## src/rtl/pwm_duty_sequencer_if.sv

```systemverilog
// Target-duty handshake between the steering/follower logic and the duty sequencer.
//   tgt_duty : requested duty, unsigned 10 bit (master -> slave)
//   tgt_vld  : tgt_duty valid                  (master -> slave)
//   tgt_rdy  : target can be accepted          (slave -> master)
interface pwm_duty_sequencer_if;
    logic [9:0] tgt_duty;
    logic       tgt_vld;
    logic       tgt_rdy;

    modport master (
        output tgt_duty,
        output tgt_vld,
        input  tgt_rdy
    );

    modport slave (
        input  tgt_duty,
        input  tgt_vld,
        output tgt_rdy
    );
endinterface

```

## src/rtl/pwm_duty_sequencer.sv

```systemverilog
// Owns the duty input of the free-running PWM generator. Targets arrive over a valid/ready
// handshake; the applied duty is slew-limited by STEP per PWM period and only changes on the
// period boundary, except for brake which forces 0 immediately.
//   clk       : system clock, shared with the PWM generator
//   rst_n     : asynchronous active-low reset
//   en        : 1 = drive toward latched target, 0 = soft-stop ramp to 0
//   brake     : 1 = force duty to 0 at once, highest priority
//   tgt       : target handshake (slave side)
//   duty      : registered duty to the PWM
//   at_target : registered, 1 in IDLE and HOLD
//   state     : 00 IDLE, 01 RAMP, 10 HOLD, 11 BRAKE
module pwm_duty_sequencer #(
    parameter int unsigned STEP    = 8,
    parameter int unsigned PRD_MAX = 1023
) (
    input  logic                       clk,
    input  logic                       rst_n,
    input  logic                       en,
    input  logic                       brake,
    pwm_duty_sequencer_if.slave        tgt,
    output logic [9:0]                 duty,
    output logic                       at_target,
    output logic [1:0]                 state
);

    localparam int unsigned      CntW    = $clog2(PRD_MAX + 1);
    // A step of 1023 or more reaches any target in one period.
    localparam logic [10:0]      StepC   = (STEP >= 1023) ? 11'd1023 : 11'(STEP);
    localparam logic [CntW-1:0]  PrdMaxC = CntW'(PRD_MAX);

    typedef enum logic [1:0] {
        StIdle  = 2'b00,
        StRamp  = 2'b01,
        StHold  = 2'b10,
        StBrake = 2'b11
    } state_e;

    state_e          state_q, state_d;
    logic [9:0]      duty_q, duty_d;
    logic [9:0]      tgt_q, tgt_d;
    logic            at_target_q, at_target_d;
    logic [CntW-1:0] prd_cnt_q;

    logic            boundary;
    logic            accept;
    logic [9:0]      eff;
    logic [9:0]      stepped;
    logic [10:0]     sum;
    logic [10:0]     diff;

    // Runs in lockstep with the PWM counter; both are cleared by reset.
    always_ff @(posedge clk or negedge rst_n) begin
        if (!rst_n) begin
            prd_cnt_q <= '0;
        end else if (prd_cnt_q == PrdMaxC) begin
            prd_cnt_q <= '0;
        end else begin
            prd_cnt_q <= prd_cnt_q + 1'b1;
        end
    end

    assign boundary    = (prd_cnt_q == PrdMaxC);
    assign tgt.tgt_rdy = (state_q != StBrake) && !brake;
    assign accept      = tgt.tgt_vld && tgt.tgt_rdy;
    assign eff         = en ? tgt_q : 10'd0;

    // Saturating step toward eff in 11 bits so neither direction can wrap.
    always_comb begin
        sum     = {1'b0, duty_q} + StepC;
        diff    = {1'b0, duty_q} - {1'b0, eff};
        stepped = duty_q;
        if (duty_q < eff) begin
            stepped = (sum > {1'b0, eff}) ? eff : sum[9:0];
        end else if (duty_q > eff) begin
            // diff > StepC implies duty_q > StepC, so the subtraction stays positive.
            stepped = (diff <= StepC) ? eff : (duty_q - StepC[9:0]);
        end
    end

    always_comb begin
        state_d = state_q;
        duty_d  = duty_q;
        tgt_d   = accept ? tgt.tgt_duty : tgt_q;

        if (brake) begin
            state_d = StBrake;
            duty_d  = '0;
        end else begin
            unique case (state_q)
                StBrake: begin
                    state_d = StIdle;
                    duty_d  = '0;
                    tgt_d   = '0;
                end
                StIdle: begin
                    duty_d = '0;
                    if (en && (eff != 10'd0)) begin
                        state_d = StRamp;
                    end
                end
                StRamp: begin
                    // Uses the target latched before this edge, so an accept on the
                    // boundary only takes effect from the following boundary.
                    if (boundary) begin
                        duty_d = stepped;
                        if (stepped == eff) begin
                            state_d = ((eff == 10'd0) && !en) ? StIdle : StHold;
                        end
                    end
                end
                StHold: begin
                    if (eff != duty_q) begin
                        state_d = StRamp;
                    end
                end
            endcase
        end

        at_target_d = (state_d == StIdle) || (state_d == StHold);
    end

    always_ff @(posedge clk or negedge rst_n) begin
        if (!rst_n) begin
            state_q     <= StIdle;
            duty_q      <= '0;
            tgt_q       <= '0;
            at_target_q <= 1'b1;
        end else begin
            state_q     <= state_d;
            duty_q      <= duty_d;
            tgt_q       <= tgt_d;
            at_target_q <= at_target_d;
        end
    end

    assign duty      = duty_q;
    assign at_target = at_target_q;
    assign state     = state_q;

endmodule

```

## src/flat_wrapper.sv

```systemverilog
// flat-port wrapper written by rule: the top's interface ports become plain ports
module pwm_duty_sequencer_flat 
#(
    parameter int unsigned STEP    = 8,
    parameter int unsigned PRD_MAX = 1023
)
  (clk, rst_n, en, brake, duty, at_target, state, tgt_tgt_duty, tgt_tgt_vld, tgt_tgt_rdy);
  pwm_duty_sequencer_if tgt_i ();
  input  logic clk;
  input  logic rst_n;
  input  logic en;
  input  logic brake;
  output logic [9:0] duty;
  output logic at_target;
  output logic [1:0] state;
  input wire logic [$bits(tgt_i.tgt_duty)-1:0] tgt_tgt_duty;
  input wire logic [$bits(tgt_i.tgt_vld)-1:0] tgt_tgt_vld;
  output wire logic [$bits(tgt_i.tgt_rdy)-1:0] tgt_tgt_rdy;
  assign tgt_i.tgt_duty = tgt_tgt_duty;
  assign tgt_i.tgt_vld = tgt_tgt_vld;
  assign tgt_tgt_rdy = tgt_i.tgt_rdy;
  pwm_duty_sequencer #(.STEP(STEP), .PRD_MAX(PRD_MAX)) u_core (.clk(clk), .rst_n(rst_n), .en(en), .brake(brake), .tgt(tgt_i), .duty(duty), .at_target(at_target), .state(state));
endmodule
```

## config.mk

```make
export PLATFORM = sky130hd
export DESIGN_NAME = pwm_duty_sequencer_flat
export DESIGN_NICKNAME = d
export VERILOG_FILES = /design/src/rtl/pwm_duty_sequencer_if.sv /design/src/rtl/pwm_duty_sequencer.sv /design/src/flat_wrapper.sv
export SDC_FILE = /design/constraint.sdc
export NUM_CORES = 1
export LEC_CHECK = 0
export ABC_AREA = 0
export CAP_MARGIN = 20
export CORE_MARGIN = 10
export CORE_UTILIZATION = 27
export DETAILED_ROUTE_END_ITERATION = 8
export PLACE_DENSITY = 0.41
export SLEW_MARGIN = 15
export SYNTH_ARGS = -nofsm -noshare
export SYNTH_HDL_FRONTEND = slang
export SYNTH_SLANG_ARGS = --single-unit
```

## constraint.sdc

```tcl
create_clock -name clk -period 9.8 [get_ports clk]
set_input_delay 1.47 -clock clk [delete_from_list [all_inputs] [get_ports clk]]
set_output_delay 1.47 -clock clk [all_outputs]
set_load 0.01 [all_outputs]
```

* Word level (Yosys, flattened, before mapping)
Index checks and enable logic that the tools add are counted.
** Word-level totals
- Bits in read-only memories :: 0
- Input port bits :: 15
- Output and inout port bits :: 14
- Memories :: 0
- Latch bits :: 0
- Memory bits (writable) :: 0
- Flip-flop bits (word level) :: 33
- Word-level logic and storage cells :: 55
** Operators by class
- Multiplexer cells :: 19
- Shift-type cells :: 0
- Add/sub/neg operators :: 4
- Bitwise gates (word level) :: 0
- Divide/modulo/power cells :: 0
- $mul :: 0
- Reduce and logical (&&, ||, !) cells :: 14
- Eq/ne operators :: 9
- $lt $le $gt $ge :: 4
** Operator list (number)
- $mux W10 :: 11
- $pmux W10 S2 :: 1
- $mux W2 :: 6
- $add A10 B4 Y11 const B :: 1
- $gt A11 B10 Y1 :: 1
- $le A11 B4 Y1 const B :: 1
- $sub A10 B10 Y11 :: 1
- $add A10 B1 Y10 const B :: 1
- $eq A10 B10 Y1 :: 1
- $eq A10 B10 Y1 const B :: 1
- $gt A10 B10 Y1 :: 1
- $logic_not A10 Y1 :: 1
- $lt A10 B10 Y1 :: 1
- $ne A10 B10 Y1 :: 1
- $reduce_bool A10 Y1 :: 1
- $sub A10 B4 Y10 const B :: 1
- $pmux W2 S4 :: 1
- $eq A2 B2 Y1 const B :: 3
- $logic_and A1 B1 Y1 :: 4
- $logic_not A2 Y1 :: 2
- $ne A3 B2 Y1 const B :: 1
- $reduce_bool A3 Y1 :: 1
- $eq A2 B1 Y1 const B :: 1
- $logic_not A1 Y1 :: 2
- 4 further kinds :: 4

* Longest topological paths before layout
Gate-level depths: netlist (run 1).
- Depth after elaboration :: 13
- Gate-level depth with buffers :: 17
- Gate-level depth less buffers :: 15

* Worst setup path after synthesis (run 1)
No wires, ideal clock.
- Path type :: in2reg
- Start point :: input port en
- End point :: register u_core.state_q[1] (netlist: u_core.state[1])
- Library setup time :: 0.090 ns
- Arrival time :: 4.861 ns
- Required time :: 9.710 ns
- Buffers on the path :: 3
- Slack :: 4.849 ns
- Stages :: 14
- Path through :: clkbuf_1 clkbuf_1 nand2_1 ha_1 a21oi_1 a21oi_1 or4b_2 a21oi_2 buf_2 o32ai_1 a211oi_1 xor2_1 or4_1 o221ai_1
** Between the ends
- Cells in the longest elaborated chain, start to end :: 11
- Elaborated cells between the ends (all ways) :: 24
- Those cells by class :: 1 x add/sub; 4 x order compare; 2 x eq/ne; 12 x mux; 5 x reduce/logical
** Ends and longest elaborated chain
- start: declaration :: line flat_wrapper.sv:11 : input logic en;
- $mux W10 :: line pwm_duty_sequencer.sv:65 : assign eff = en ? tgt_q : 10'd0;
- $sub A10 B10 Y11 :: line pwm_duty_sequencer.sv:70 : diff = {1'b0, duty_q} - {1'b0, eff};
- $le A11 B4 Y1 :: line pwm_duty_sequencer.sv:76 : stepped = (diff <= StepC) ? eff : (duty_q - StepC[9:0]);
- $mux W10 :: line pwm_duty_sequencer.sv:76
- $mux W10 :: line pwm_duty_sequencer.sv:74 : end else if (duty_q > eff) begin
- $mux W10 :: line pwm_duty_sequencer.sv:72 : if (duty_q < eff) begin
- $eq A10 B10 Y1 :: line pwm_duty_sequencer.sv:106 : if (stepped == eff) begin
- $mux W2 :: line pwm_duty_sequencer.sv:106
- $mux W2 :: line pwm_duty_sequencer.sv:104 : if (boundary) begin
- $pmux W2 S4 (*) :: line pwm_duty_sequencer.sv:89 : unique case (state_q)
- $mux W2 (*) :: line pwm_duty_sequencer.sv:85 : if (brake) begin
- named net u_core.state_d[1] :: line pwm_duty_sequencer.sv:38 : state_e state_q, state_d;
- end signal: assignment :: line pwm_duty_sequencer.sv:124 : state_q <= StIdle;
- end signal: assignment :: line pwm_duty_sequencer.sv:129 : state_q <= state_d;
- end: declaration :: line pwm_duty_sequencer.sv:38
Mark *: on every way through the listed nets, which the timed path passes. The rest lies on a longest branch.
A chain may end at the register's enable or synchronous reset.

* Final worst setup path (run 1)
Ends and elaborated chain as after synthesis.

==> impl_metrics.tcl, run 1 <==
set metrics [dict create \
    synth.most_common_cell "nor2_1" \
    crit_path_top_delay_cell "clkdlybuf4s50_1" \
    synthToLayoutAreaGrowth_pct 17.6 \
    crit_path_max_incr_delay_ps 900 \
    cts-root-to-sink-buffers 2 \
    synth-seq-cells 33 \
    layout-drive-gt1-share_pct 4.99 \
    data_arrival_time_of_the_worst_path_ps 6390 \
    report.power.total_uw 810 \
    coreArea_um2 11500 \
    clk_root_buffer_cell "clkbuf_16" \
    fin_skew_ps 6.60 \
    ys_warn_count 0 \
    finalWorstSetupSlack_ps 3590 \
    synth_cell_types 64 \
    finalMaxSlewViolations 0 \
    globalRouteTotalUtil_pct 13.3 \
    postRouteAntennaNets 0 \
    synth_top_area_share_pct 25.2 \
    netlist_instances 404 \
    slew_margin_rel_pct 30.4 \
    grt_setup_unrepaired "no" \
    placement.io_buffers 28 \
    hold_fix_buffers_at_cts 0 \
    run_status "finished clean" \
    dieWidth_um 129 \
    worstPathCellList "clkdlybuf4s50_1 > and2_1 > inv_1 > ha_1 > a21o_1 > a21oi_1 > or4b_2 > a21oi_2 > o32ai_1 > a211oi_1 > xor2_1 > or4_1 > o221ai_1" \
    tritoncts.num_buffers 5 \
    transition_at_the_pin_with_the_smallest_max_transition_slack_ps 1040 \
    timing.fmax_mhz 161 \
    syn_avg_cell_area_um2 7.88 \
    final_core_util_pct 32.6 \
    route.detailed.drc 0 \
    cts_tree "yes" \
    htreeDepth 2 \
    synth_edf_count 0 \
    vias_per_cell 5.72 \
    drt_iter0_drc 275 \
    synthDominantAreaCellType "dfrtp_1" \
    antenna_found_initial 0 \
    finalInstanceArea_um2 3740 \
    finalSetupViolations 0 \
    grt_pass1_vias 3161 \
    synth.net_count 443 \
    initial_cell_density_of_the_core_pct 27.8 \
    netlist_area_um2 3180 \
    place_ws_ps 3390 \
    tns_ps 0 \
    max-vdd-ir-drop_uv 82.4 \
    synth_flop_cell "dfrtp_1" \
    grt_pass1_wl_mm 17.8 \
    placedInstanceArea_um2 3570 \
    path_clk_slew_ps 50 \
    worst_hold_slack_ps 477 \
    n_antenna_cell 0 \
    detailedPlacementHpwl_mm 8.27 \
    post-place-cells 556 \
    synth_commonest_cells "nor2_1 (38), nand2_1 (33), dfrtp_1 (32)" \
    worst_skew_pair.late_latency_ps 280 \
    worstSetupPathType "in -> reg" \
    overall_routed_net_length_mm 11.1 \
    cts_setup_buffers 0 \
    fp.dieArea_um2 16500 \
    grt_max_degree 34 \
    cap_violations 0 \
    finalHoldViolations 0 \
    power_per_cell_area_nw_per_um2 217 \
    proportion_of_register_bits_with_asynchronous_set_or_reset_after_synthesis_pct 100 \
    final.min_clock_period_ps 6210 \
    worst-endpoint-required_ps 9980 \
    p_leak_nw 1.50 \
    detailroute.via_count 3226 \
    top_ports 29 \
    layout.filler_cells 1237 \
    startpoint_type "input pin" \
    critical_path.endpoint_type "flip-flop" \
    number_of_rows_in_the_core_area 39 \
    globalRoute.totalOverflow 0 \
    avgRoutedWirePerCell_um 19.6 \
    synth.area.top_cells "dfrtp_1 (25%), ha_1 (9.4%), o21ai_0 (4.6%)" \
    post_cts.resized_instances 0 \
    timing.critical_path.fanout_max 24 \
    synth.yosys.seq_area_share_pct 26.0 \
    layout_worst_path_cycle_share_pct 63.4 \
    nets 459 \
    drtPass1Iterations 5 \
    cts.sink_count 33 \
    min_path_type "reg -> reg" \
    place.gp.congestion 0.823 \
    layout.cells.non_filler 564 \
    floorplan.die.height_um 129 \
]
[power breakdown]
part	switching, mW	internal, mW	total (mW)
clock network	0.0610	0.127	0.188
registers	0.0259	0.157	0.183
logic	0.286	0.154	0.440
[critical path: cells and delay by family]
family / cells / cell delay, ps
adders and majority gates: 1 / 330
and+or+nand+nor: 3 / 1550
buffers and inverters: 2 / 1040
AOI/OAI and AO/OA: 6 / 1810
xor gates and xnor gates: 1 / 180
[placed cells by master (no fill, tap or decap), types with 4 or more instances in the layout]
master           count
nor3_1              15
and3_1               5
nor2_1              38
xnor2_1             14
a21oi_1             28
xor2_1              10
nor2b_1              5
nand4_1              4
clkdlybuf4s50_1     27
ha_1                24
a211oi_1            11
o21ai_0             29
o211ai_1             4
a22o_1              13
dfrtp_1             32
and2_1               8
inv_1               17
nand3_1             20
a31oi_1              4
nand2_1             33
o221ai_1             4
clkbuf_16            5
[area by class of cell]
| cell class | count | area (µm²) | share of cell area (%) |
|---|---|---|---|
| Clock buffer | 6 | 139 | 3.71 |
| Clock inverter | 2 | 37.5 | 1.00 |
| Inverter | 17 | 63.8 | 1.71 |
| Multi-Input combinational cell | 334 | 2210 | 59.1 |
| Sequential cell | 33 | 827 | 22.1 |
| Tap cell | 143 | 179 | 4.78 |
| Timing Repair Buffer | 29 | 283 | 7.56 |
[final timing paths]
path | startpoint | end | slack [ps] | depth (start not counted)
hold reg to reg | u_core.prd_cnt_q[6]$_DFF_PN0_ | u_core.prd_cnt_q[6]$_DFF_PN0_ | 480 | 1
setup reg to reg | u_core.duty[5]$_DFFE_PN0P_ | u_core.state[1]$_DFF_PN0_ | 4680 | 13
min in group asynchronous | rst_n | u_core.duty[8]$_DFFE_PN0P_ | 1280 | 1
setup / recovery | en | u_core.state[1]$_DFF_PN0_ | 3590 | 13
max in group asynchronous | rst_n | u_core.state[1]$_DFF_PN0_ | 8010 | 1
hold / removal | u_core.prd_cnt_q[6]$_DFF_PN0_ | u_core.prd_cnt_q[6]$_DFF_PN0_ | 480 | 1
[cell families (layout without fill, tap and decap cells)]
family	count (synthesis)	after routing	share of synthesized area, %
AOI/OAI and AO/OA	134	134	29.0
buffers and inverters	37	54	4.48
and+or+nand+nor	149	149	23.5
muxes	3	3	0.943
adders and majority gates	24	24	9.43
DFF	33	33	26.0
xor gates and xnor gates	24	24	6.60
[flip-flops by register name, summed over array words and instances, names as in the netlist]
signal and cells:
u_core.at_target 1, u_core.duty 10, u_core.tgt_q 10, u_core.prd_cnt_q 10
u_core.state 2
[metal layers]
metal / part of all wire (%) / vias to the layer above / track usage, %
li1: - / 1556 / -
met2: 48 / 104 / 22.3
met4: 0.73 / 0 / 2.42
met1: 46 / 1558 / 17.8
met5: 0 / - / 0
met3: 5.7 / 8 / 1.93
No activity file was read; power rests on OpenSTA's default activity.
==> run 2: changes to the inputs <==
Settings changed: PLACE_DENSITY 0.41 to 0.42.
Clock period 9.8 ns to 5.13 ns, I/O delays scaled along.
==> run 2 against run 1 <==
Sequential share of layout area decreased by 1.1 points. Critical path depth increased by 2. Count of clock-buffer cells in the layout unchanged. Cell count increased by 4.4%. Highest routed layer unchanged.
==> impl_metrics.tcl, run 2 (synthesis gave the netlist of run 1 again) <==
set metrics [dict create \
    htreeDepth 2 \
    gr-usage-met3_pct 3.41 \
    finalHoldViolations 0 \
    path_clk_slew_ps 60 \
    top_ports 29 \
    layout_worst_path_cycle_share_pct 86.2 \
    slew_margin_rel_pct 48.1 \
    initial_cell_density_of_the_core_pct 27.8 \
    layout.filler_cells 1203 \
    crit_path_max_incr_delay_ps 440 \
    finalMaxSlewViolations 0 \
    run_status "finished clean" \
    p_leak_nw 1.64 \
    pint_uw 914 \
    cts-root-to-sink-buffers 2 \
    crit_top_cell "and2_1" \
    floorplan.die.height_um 129 \
    detailroute.via_count 3243 \
    grt_pass1_vias 3256 \
    nets 484 \
    worst-endpoint-required_ps 5270 \
    min_path_type "reg -> reg" \
    drt_iter0_drc 244 \
    placedInstanceArea_um2 3770 \
    number_of_rows_in_the_core_area 39 \
    finalInstanceArea_um2 3950 \
    n_antenna_cell 0 \
    max-vdd-ir-drop_uv 178 \
    tns_ps 0 \
    p_clk_share_pct 22.0 \
    grt_max_degree 34 \
    most-common-layout-cells "nor2_1 (38), nand2_1 (33), dfrtp_1 (32), o21ai_0 (29), a21oi_1 (28)" \
    fp.dieArea_um2 16500 \
    data_arrival_time_of_the_worst_path_ps 4570 \
    startpoint_type "input pin" \
    overall_routed_net_length_mm 11.2 \
    layout-drive-gt1-share_pct 10.3 \
    cap_violations 0 \
    worst_skew_pair.late_latency_ps 290 \
    route.detailed.drc 0 \
    swShare_pct 44.7 \
    total_switching_power_uw 740 \
    detailedPlacementHpwl_mm 8.70 \
    finalSetupViolations 0 \
    multi_input_comb_area_um2 2210 \
    placement.io_buffers 28 \
    routing_layer_with_the_top_usage_in_global_route "met2" \
    power.sequential.fraction_pct 20.8 \
    fin_skew_ps 6.38 \
    combinational_fraction_of_design_power_pct 57.1 \
    final.min_clock_period_ps 4420 \
    cts.sink_count 33 \
    globalRoute.totalOverflow 0 \
    timing.critical_path.fanout_max 15 \
    transition_at_the_pin_with_the_smallest_max_transition_slack_ps 774 \
    grt_pass1_wl_mm 18.2 \
    antenna_found_initial 0 \
    clk_root_buffer_cell "clkbuf_16" \
    crit_path_top_delay_cell "ha_1" \
    tritoncts.num_buffers 5 \
    hold_fix_buffers_at_cts 0 \
    vias_per_cell 5.51 \
    drtPass1Iterations 4 \
    grtUsageMet2_pct 21.6 \
    place.gp.congestion 0.853 \
    dieWidth_um 129 \
    timing.fmax_mhz 226 \
    gr-usage-met1_pct 18.7 \
    synthToLayoutAreaGrowth_pct 23.9 \
    worstPathCellList "dlymetal6s2s_1 > and2_1 > inv_1 > ha_1 > nand4b_1 > a21oi_1 > o21bai_1 > and2_1 > buf_4 > a31oi_1 > o2111ai_1 > a2111oi_2 > o211ai_1 > o311ai_1 > a41oi_1" \
    cts_tree "yes" \
    most_common_library_cell_in_the_layout_ignoring_fill_and_taps "nor2_1" \
    grt_setup_unrepaired "no" \
    globalRouteTotalUtil_pct 13.8 \
    postRouteAntennaNets 0 \
    coreArea_um2 11500 \
    worstSetupPathType "in -> reg" \
    critical_path.endpoint_type "flip-flop" \
    avgRoutedWirePerCell_um 19.1 \
    ff_latch_area_um2 827 \
    power_per_cell_area_nw_per_um2 419 \
]
[run 2: cell count changes in the layout (fill, tap and decap cells not counted)]
| cell | change |
|---|---|
| clkdlybuf4s50_1 | -1 |
| dlymetal6s2s_1 | +1 |
| buf_12 | +1 |
| buf_4 | +24 |
[run 2: worst paths after layout]
path / cells past startpoint / start / slack (ps) / to
max in group asynchronous: 1 / rst_n / 4070 / u_core.duty[0]$_DFFE_PN0P_
worst min-delay path: 1 / u_core.prd_cnt_q[9]$_DFF_PN0_ / 480 / u_core.prd_cnt_q[9]$_DFF_PN0_
worst max register to register: 14 / u_core.duty[3]$_DFFE_PN0P_ / 910 / u_core.state[0]$_DFF_PN0_
min in group asynchronous: 1 / rst_n / 540 / u_core.duty[5]$_DFFE_PN0P_
worst min register to register: 1 / u_core.prd_cnt_q[9]$_DFF_PN0_ / 480 / u_core.prd_cnt_q[9]$_DFF_PN0_
worst max-delay path: 15 / en / 710 / u_core.state[0]$_DFF_PN0_
[run 2: timing repair]
item | CTS | global route
gates resized for setup | 0 | 1
setup endpoints to repair | 0 | 2
setup buffers | 0 | 0
[run 2: layer usage]
layer | share of wire (%) | up-vias | wire [µm]
met2 | 45 | 92 | 5090
met4 | 1.4 | 0 | 160
met5 | 0 | - | 0
met3 | 5.8 | 10 | 653
met1 | 47 | 1542 | 5330
li1 | - | 1599 | -
[run 2: through the flow]
step | hold slack [ps] | utilization (%) | power (mW) | setup WS, ps | cells
after floorplan | 446 | - | 0.932 | 879 | 404
after global placement | 469 | 32.8 | 1.29 | 80.9 | 581
after detailed placement | 480 | 32.8 | 1.28 | 48.4 | 581
after CTS | 488 | 34.4 | 1.66 | 317 | 589
after global routing | 512 | 34.4 | 1.78 | 312 | 589
final | 481 | 34.4 | 1.65 | 707 | 589
[run 2: critical path, delay by kind of cell]
family / cells / cell delay, ps
AND/OR/NAND/NOR: 3 / 820
buffers and inverters: 3 / 770
AO/OA/AOI/OAI: 8 / 1760
adder cells (fa/ha/maj): 1 / 440
[run 2: layout make-up]
| type | instances | share of cell area [%] |
|---|---|---|
| Sequential cell | 33 | 21.0 |
| Clock inverter | 2 | 0.951 |
| Clock buffer | 6 | 3.52 |
| Tap cell | 143 | 4.54 |
| Inverter | 17 | 1.62 |
| Timing Repair Buffer | 54 | 12.3 |
| Multi-Input combinational cell | 334 | 56.1 |
[run 2: power groups by stage]
| stage | clock network, mW | logic, mW | registers [mW] |
|---|---|---|---|
| 2_1_floorplan | 0 | 0.593 | 0.338 |
| 4_1_cts | 0.372 | 0.938 | 0.345 |
| 3_5_place_dp | 0 | 0.932 | 0.350 |
| 6_report | 0.364 | 0.945 | 0.345 |
| 5_1_grt | 0.385 | 1.04 | 0.352 |
| 3_3_place_gp | 0 | 0.943 | 0.349 |
